==> config.mk <==
export PLATFORM = sky130hd
export DESIGN_NAME = serial_adder_4bit
export DESIGN_NICKNAME = d
export VERILOG_FILES = /design/src/rtl/adder_pkg.sv /design/src/rtl/full_adder.sv /design/src/rtl/serial_adder_4bit.sv
export SDC_FILE = /design/constraint.sdc
export NUM_CORES = 1
export LEC_CHECK = 0
export CAP_MARGIN = 20
export CORE_MARGIN = 2
export CORE_UTILIZATION = 45
export CTS_CLUSTER_DIAMETER = 200
export DETAILED_ROUTE_END_ITERATION = 8
export DONT_BUFFER_PORTS = 1
export PLACE_DENSITY = 0.67
export SLEW_MARGIN = 20
export SYNTH_ARGS = -nofsm -noshare
export SYNTH_HDL_FRONTEND = slang
export SYNTH_SLANG_ARGS = --single-unit
==> constraint.sdc <==
create_clock -name clk -period 1.47 [get_ports clk]
set_clock_uncertainty 0.15 [all_clocks]
set_input_delay 0.294 -clock clk [delete_from_list [all_inputs] [get_ports clk]]
set_output_delay 0.294 -clock clk [all_outputs]
set_load 0.005 [all_outputs]
==> src/rtl/adder_pkg.sv <==
// Shared definitions for the bit-serial adder: FSM state encoding and default operand width.
package adder_pkg;

    localparam int DEFAULT_WIDTH = 4;

    typedef enum logic [1:0] {
        IDLE  = 2'd0,
        SHIFT = 2'd1,
        DONE  = 2'd2
    } state_t;

endpackage

==> src/rtl/full_adder.sv <==
// Single-bit combinational full adder used as the serial bit slice; zero latency, no flow control.
module full_adder (
    input  logic a,
    input  logic b,
    input  logic cin,
    output logic s,
    output logic cout
);

    assign s    = a ^ b ^ cin;
    assign cout = (a & b) | (cin & (a ^ b));

endmodule

==> src/rtl/serial_adder_4bit.sv <==
// Bit-serial adder: one bit per cycle, result and done pulse WIDTH+1 cycles after start; start ignored while busy.
// Define SERIAL_ADDER_OVF_EN to add the registered signed-overflow output ovf.
module serial_adder_4bit
    import adder_pkg::*;
#(
    parameter int WIDTH = DEFAULT_WIDTH
) (
    input  logic             clk,
    input  logic             rst_n,
    input  logic             start,
    input  logic [WIDTH-1:0] a,
    input  logic [WIDTH-1:0] b,
    output logic             busy,
    output logic             done,
    output logic [WIDTH-1:0] sum,
    output logic             cout
`ifdef SERIAL_ADDER_OVF_EN
    ,
    output logic             ovf
`endif
);

    localparam int CW = (WIDTH > 1) ? $clog2(WIDTH) : 1;
    localparam logic [CW-1:0] LAST = CW'(WIDTH - 1);

    state_t           state_q, state_d;
    logic [WIDTH-1:0] a_q, a_d;
    logic [WIDTH-1:0] b_q, b_d;
    logic [WIDTH-2:0] work_q, work_d;
    logic             carry_q, carry_d;
    logic [CW-1:0]    cnt_q, cnt_d;
    logic [WIDTH-1:0] sum_q, sum_d;
    logic             cout_q, cout_d;
`ifdef SERIAL_ADDER_OVF_EN
    logic             ovf_q, ovf_d;
`endif

    logic             fa_s;
    logic             fa_co;
    logic             accept;
    logic             last_bit;
    logic [WIDTH-1:0] work_ext;

    full_adder u_fa (
        .a    (a_q[0]),
        .b    (b_q[0]),
        .cin  (carry_q),
        .s    (fa_s),
        .cout (fa_co)
    );

    assign accept   = start && (state_q != SHIFT);
    assign last_bit = (state_q == SHIFT) && (cnt_q == LAST);
    // New sum bit enters at the top; on the last bit this is the complete result.
    assign work_ext = {fa_s, work_q};

    always_ff @(posedge clk or negedge rst_n) begin
        if (!rst_n) begin
            state_q <= IDLE;
        end else begin
            state_q <= state_d;
        end
    end

    always_comb begin
        state_d = state_q;
        case (state_q)
            IDLE:    if (start) state_d = SHIFT;
            SHIFT:   if (cnt_q == LAST) state_d = DONE;
            DONE:    state_d = start ? SHIFT : IDLE;
            default: state_d = IDLE;
        endcase
    end

    always_comb begin
        busy = (state_q == SHIFT);
        done = (state_q == DONE);
    end

    always_comb begin
        a_d     = a_q;
        b_d     = b_q;
        work_d  = work_q;
        carry_d = carry_q;
        cnt_d   = cnt_q;
        sum_d   = sum_q;
        cout_d  = cout_q;
`ifdef SERIAL_ADDER_OVF_EN
        ovf_d   = ovf_q;
`endif
        if (accept) begin
            a_d     = a;
            b_d     = b;
            carry_d = 1'b0;
            cnt_d   = '0;
        end else if (state_q == SHIFT) begin
            a_d     = a_q >> 1;
            b_d     = b_q >> 1;
            work_d  = work_ext[WIDTH-1:1];
            carry_d = fa_co;
            cnt_d   = cnt_q + CW'(1);
            if (last_bit) begin
                sum_d  = work_ext;
                cout_d = fa_co;
`ifdef SERIAL_ADDER_OVF_EN
                // carry_q is the carry into the MSB while the last bit is added
                ovf_d  = carry_q ^ fa_co;
`endif
            end
        end
    end

    always_ff @(posedge clk or negedge rst_n) begin
        if (!rst_n) begin
            a_q     <= '0;
            b_q     <= '0;
            work_q  <= '0;
            carry_q <= 1'b0;
            cnt_q   <= '0;
            sum_q   <= '0;
            cout_q  <= 1'b0;
`ifdef SERIAL_ADDER_OVF_EN
            ovf_q   <= 1'b0;
`endif
        end else begin
            a_q     <= a_d;
            b_q     <= b_d;
            work_q  <= work_d;
            carry_q <= carry_d;
            cnt_q   <= cnt_d;
            sum_q   <= sum_d;
            cout_q  <= cout_d;
`ifdef SERIAL_ADDER_OVF_EN
            ovf_q   <= ovf_d;
`endif
        end
    end

    assign sum  = sum_q;
    assign cout = cout_q;
`ifdef SERIAL_ADDER_OVF_EN
    assign ovf  = ovf_q;
`endif

endmodule
Word level (Yosys, flattened, before mapping)
Cells that the tools add are included.
Storage, ports and cells
  register bits after elaboration: 21
  input port bits: 11
  output and inout bits: 7
  logic and storage cells: 40
Cells by class
  add/sub/neg operators: 1
  equality and inequality tests: 6
  muxes and demuxes: 12
  bitwise gates (word level): 6
  reduce and logical (&&, ||, !) cells: 7
Operators by type and width (number)
  $mux 4: 4
  $mux 2: 4
  $pmux 2 s3: 1
  $eq 2x2->1 const B: 2
  $ne 2x1->1 const B: 2
  $reduce_and 2->1: 2
  $mux 1: 3
  $reduce_and 3->1: 1
  $add 2x1->2 const B: 1
  $and 1x1->1: 2
  $eq 2x1->1 const B: 1
  $logic_and 1x1->1: 2
  $logic_not 2->1: 1
  $ne 2x2->1 const B: 1
  $reduce_bool 2->1: 1
  $xor 1x1->1: 2
  $not 1->1: 1
  $or 1x1->1: 1

Longest topological paths before layout
  depth after elaboration: 5
  depth in mapped cells: 3
  mapped depth without buffers: 3

Modules after synthesis
From an unflattened synthesis, not the netlist that was laid out.
Unflattened totals
  cells, all modules: 62
  area total of the unflattened synthesis: 950.9 um2
Modules (own cells, without submodules)
  serial_adder_4bit: instances 1, cells each 61, area each 930.9 um2, sequential area each 525.5 um2
  full_adder: instances 1, cells each 1, area each 20.0 um2, sequential area each 0.0 um2

Worst setup path before layout
OpenSTA, ideal clock, no wires.
  path type: reg-to-reg
  from: reg cnt_q[0]
  to: reg cout_q, in the netlist cout
  setup time: 0.125 ns
  arrival: 1.129 ns
  required time: 1.195 ns
  setup slack: 0.066 ns
  stages on the path, launching flop included: 4
  buffers on the path: 0
  clock period less this slack: 1.404 ns
  cells stage by stage: dfrtp_1 > ha_1 > nand3b_1 > mux2_2
On the way
  longest elaborated chain between the ends: 3
RTL lines
  start: declaration: RTL line serial_adder_4bit.sv:31  | logic [CW-1:0] cnt_q, cnt_d;
  start signal: assignment: RTL line serial_adder_4bit.sv:130  | cnt_q <= cnt_d;
  $eq 2x2->1: RTL line serial_adder_4bit.sv:53  | assign last_bit = (state_q == SHIFT) && (cnt_q == LAST);
  $logic_and 1x1->1: RTL line serial_adder_4bit.sv:53
  $reduce_and 3->1 (no source line)
  end signal: assignment: RTL line serial_adder_4bit.sv:132  | cout_q <= cout_d;
  end: declaration: RTL line serial_adder_4bit.sv:33  | logic cout_q, cout_d;
Every way passes these cells.
A chain may end at the register's enable or synchronous reset.

Worst setup path in the final report
  from: reg carry_q
  to: reg sum_q[3], in the netlist sum[3]
On the way
  longest elaborated chain between the ends: 1
RTL lines
  start: declaration: RTL line serial_adder_4bit.sv:30  | logic carry_q, carry_d;
  start signal: assignment: RTL line serial_adder_4bit.sv:129  | carry_q <= carry_d;
  $xor 1x1->1: RTL line full_adder.sv:10  | assign s = a ^ b ^ cin;
  net fa_s: RTL line serial_adder_4bit.sv:38  | logic fa_s;
  end signal: assignment: RTL line serial_adder_4bit.sv:131  | sum_q <= sum_d;
  end: declaration: RTL line serial_adder_4bit.sv:32  | logic [WIDTH-1:0] sum_q, sum_d;
The timed path passes the listed nets, and every way through them passes these cells.

==> flow_metrics.env <==
export IMPL_status="finished clean"
export IMPL_r2r_end="sum[3]"
export IMPL_core_area_mm2=0.00198
export IMPL_synth_most_common_cell="dfrtp_1"
export IMPL_synth_edf_count=0
export IMPL_synth_area_leaders="dfrtp_1, mux2_2, mux2_4, mux2i_1, buf_6"
export IMPL_hold_end="b_q[3]"
export IMPL_min_path_type="in -> reg"
export IMPL_setup_violations_final=0
export IMPL_fin_crit_sh_pct=98.9
export IMPL_num_io_pins=18
export IMPL_gp_congestion=0.619
export IMPL_drc_errors=0
export IMPL_syn_area_per_cell_um2=15.4
export IMPL_vias=498
export IMPL_placement_rows=16
export IMPL_routed_wl_um=1530
export IMPL_cts_sinks=21
export IMPL_fin_nets=86
export IMPL_setup_worst_path_class="reg -> reg"
export IMPL_min_path_cells=2
export IMPL_synth_top_area_share_pct=54.9
export IMPL_drive_gt1_share_pct=45.8
export IMPL_yosysWarnings=0
export IMPL_io_buffer_count=0
export IMPL_drtPass1Iterations=4
export IMPL_ys_async_sr_fraction_pct=100
export IMPL_vias_per_cell=5.03
export IMPL_wl_per_cell_um=15.4
export IMPL_synth_fp_nets=75
export IMPL_powerDensity_mw_per_mm2=2070
export IMPL_cap_viol_max_count=0
export IMPL_crit_arrival_ns=1.49
export IMPL_startpoint_type="register"
export IMPL_first_global_vias=578
export IMPL_ant_nets=0
export IMPL_regToRegSetupSlack_ns=0.02
export IMPL_dr_first_iter_drc_count=6
export IMPL_start_util_pct=48.3
export IMPL_r2r_start="carry_q"
export IMPL_synth_cell_area_um2=957
export IMPL_hp_start="b[3]"
export IMPL_syn_inst=62
export IMPL_ir_worst_vdd_mv=0.922
export IMPL_ys_top_cells_by_count="dfrtp_1, mux2_2, mux2_4"
export IMPL_cts_tree="built"
export IMPL_reg2regPathDepth=2
export IMPL_diodes=0
export IMPL_relSlewSlack_pct=39.3
export IMPL_clockBufferDepth=2
export IMPL_root_buffer="clkbuf_4"
export IMPL_end_kind="register"
export IMPL_die_w_um=50.1
export IMPL_synth_ff_type="dfrtp_1"
export IMPL_dpl_instance_area_um2=998
export IMPL_synth_largest_area_cell="dfrtp_1"
export IMPL_required_ns=1.51
export IMPL_grt_usage_pct=14.2
export IMPL_insertion_delay_ns=0.29
export IMPL_htreeDepth=1
export IMPL_grt_pass1_wl_um=2640
export IMPL_ys_types=17
export IMPL_final_hold_violation_count=0
export IMPL_fmax_mhz=688
export IMPL_design_die_area_mm2=0.00251
export IMPL_final_cell_area_mm2=0.00108
export IMPL_die_h_um=50.1
export IMPL_min_period_ns=1.45
export IMPL_worst_slew_pin_slew_ns=0.908
export IMPL_slew_viol_final=0
export IMPL_antenna_found_initial=0
export IMPL_hold_ws_ns=0.0137
export IMPL_grt_overflow_total=0
export IMPL_grt_max_degree=22
export IMPL_ys_seq_area_share_pct=54.9
export IMPL_synthToLayoutAreaGrowth_pct=12.9
export IMPL_post_route_util_pct=54.5
export IMPL_critPathMaxFanout=2
export IMPL_p_leak_nw=0.532
export IMPL_cts_buffers=3
export IMPL_ys_seq_elements=21
export IMPL_post_dp_hpwl_um=1120
export IMPL_grt_setup_unrepaired="true"
export IMPL_path_clk_slew_ns=0.11
==> state kept, by name, indices dropped and copies added, names as in the netlist <==
register	count
state_q	2
sum	4
work_q	3
cout	1
b_q	4
cnt_q	2
carry_q	1
a_q	4
==> metal layers <==
| layer | vias up | wire, µm | GRT usage [%] |
|---|---|---|---|
| li1 | 230 | - | - |
| met4 | 0 | 13 | 5.56 |
| met3 | 2 | 85 | 3.64 |
| met2 | 12 | 740 | 21.9 |
| met1 | 254 | 687 | 18.9 |
| met5 | - | 0 | 0 |
==> layout make-up <==
cell class	count	area [µm²]
Fill cell	166	901
Sequential cell	21	526
Multi-Input combinational cell	36	415
Timing Repair Buffer	8	68.8
Tap cell	27	33.8
Clock buffer	4	26.3
Inverter	3	11.3
==> worst max path at each step <==
| stage | from | end | slack, ns | cells past startpoint |
|---|---|---|---|---|
| finish | carry_q | sum[3] | 0.02 | 2 |
| global route | carry_q | work_q[2] | -0.02 | 2 |
| CTS | carry_q | work_q[2] | 0.01 | 2 |
| detailed placement | cnt_q[0] | sum[3] | -0.01 | 3 |
| global placement | cnt_q[0] | cout | -0.007 | 3 |
| floorplan | cnt_q[0] | cout | 0.07 | 3 |
==> report_power, final <==
part / internal (W) / switching (W) / total [W]
Combinational: 0.000603 / 0.000322 / 0.000925
Sequential: 0.000848 / 0.000197 / 0.00105
Clock: 0.000105 / 0.000166 / 0.000272
Total: 0.00156 / 0.000686 / 0.00224
==> kinds of logic after synthesis <==
family	synth area share (%)
fa+ha+maj	3.40
mux	32.2
simple gates	5.36
buf+inv	3.53
compound gates	0.654
flops	54.9
==> through the flow <==
stage	std cells	total power [W]	setup TNS (ns)	setup slack, ns
after detailed placement	91	0.00190	-0.0477	-0.0104
after floorplan	62	0.00168	0	0.0664
after global placement	91	0.00186	-0.0269	-0.00677
after global routing	99	0.00242	-0.0514	-0.0226
final	99	0.00224	0	0.0159
after CTS	99	0.00225	0	0.0108
==> cell usage in the layout, fill, tap and decap left out <==
| master | instances |
|---|---|
| inv_1 | 2 |
| nand2b_2 | 1 |
| clkbuf_1 | 1 |
| mux2_2 | 10 |
| nor2_1 | 2 |
| dfrtp_1 | 21 |
| nand2b_4 | 1 |
| buf_4 | 5 |
| dlygate4sd3_1 | 2 |
| nor2b_1 | 1 |
| mux2_1 | 2 |
| and2b_1 | 2 |
| clkbuf_4 | 3 |
| mux2_4 | 10 |
| nand3b_1 | 1 |
| inv_2 | 1 |
| fa_1 | 1 |
| buf_6 | 1 |
| ha_2 | 1 |
| mux2i_1 | 3 |
| o22ai_1 | 1 |
==> worst max-delay path, cell delays in order (launching register included) <==
cell and delay (ns):
dfrtp_1 0.42, fa_1 0.51, mux2_2 0.27
==> timing repair <==
action / 4_1_cts / 5_1_grt
resized for setup: 2 / 3
pin swaps: 0 / 1
cloned: 0 / 0
endpoints found under the hold margin: 22 / 0
hold buffers: 2 / 0
endpoints found under the setup margin: 6 / 7
buffers inserted: 2 / 0
Power figures use the tool's default switching activity.
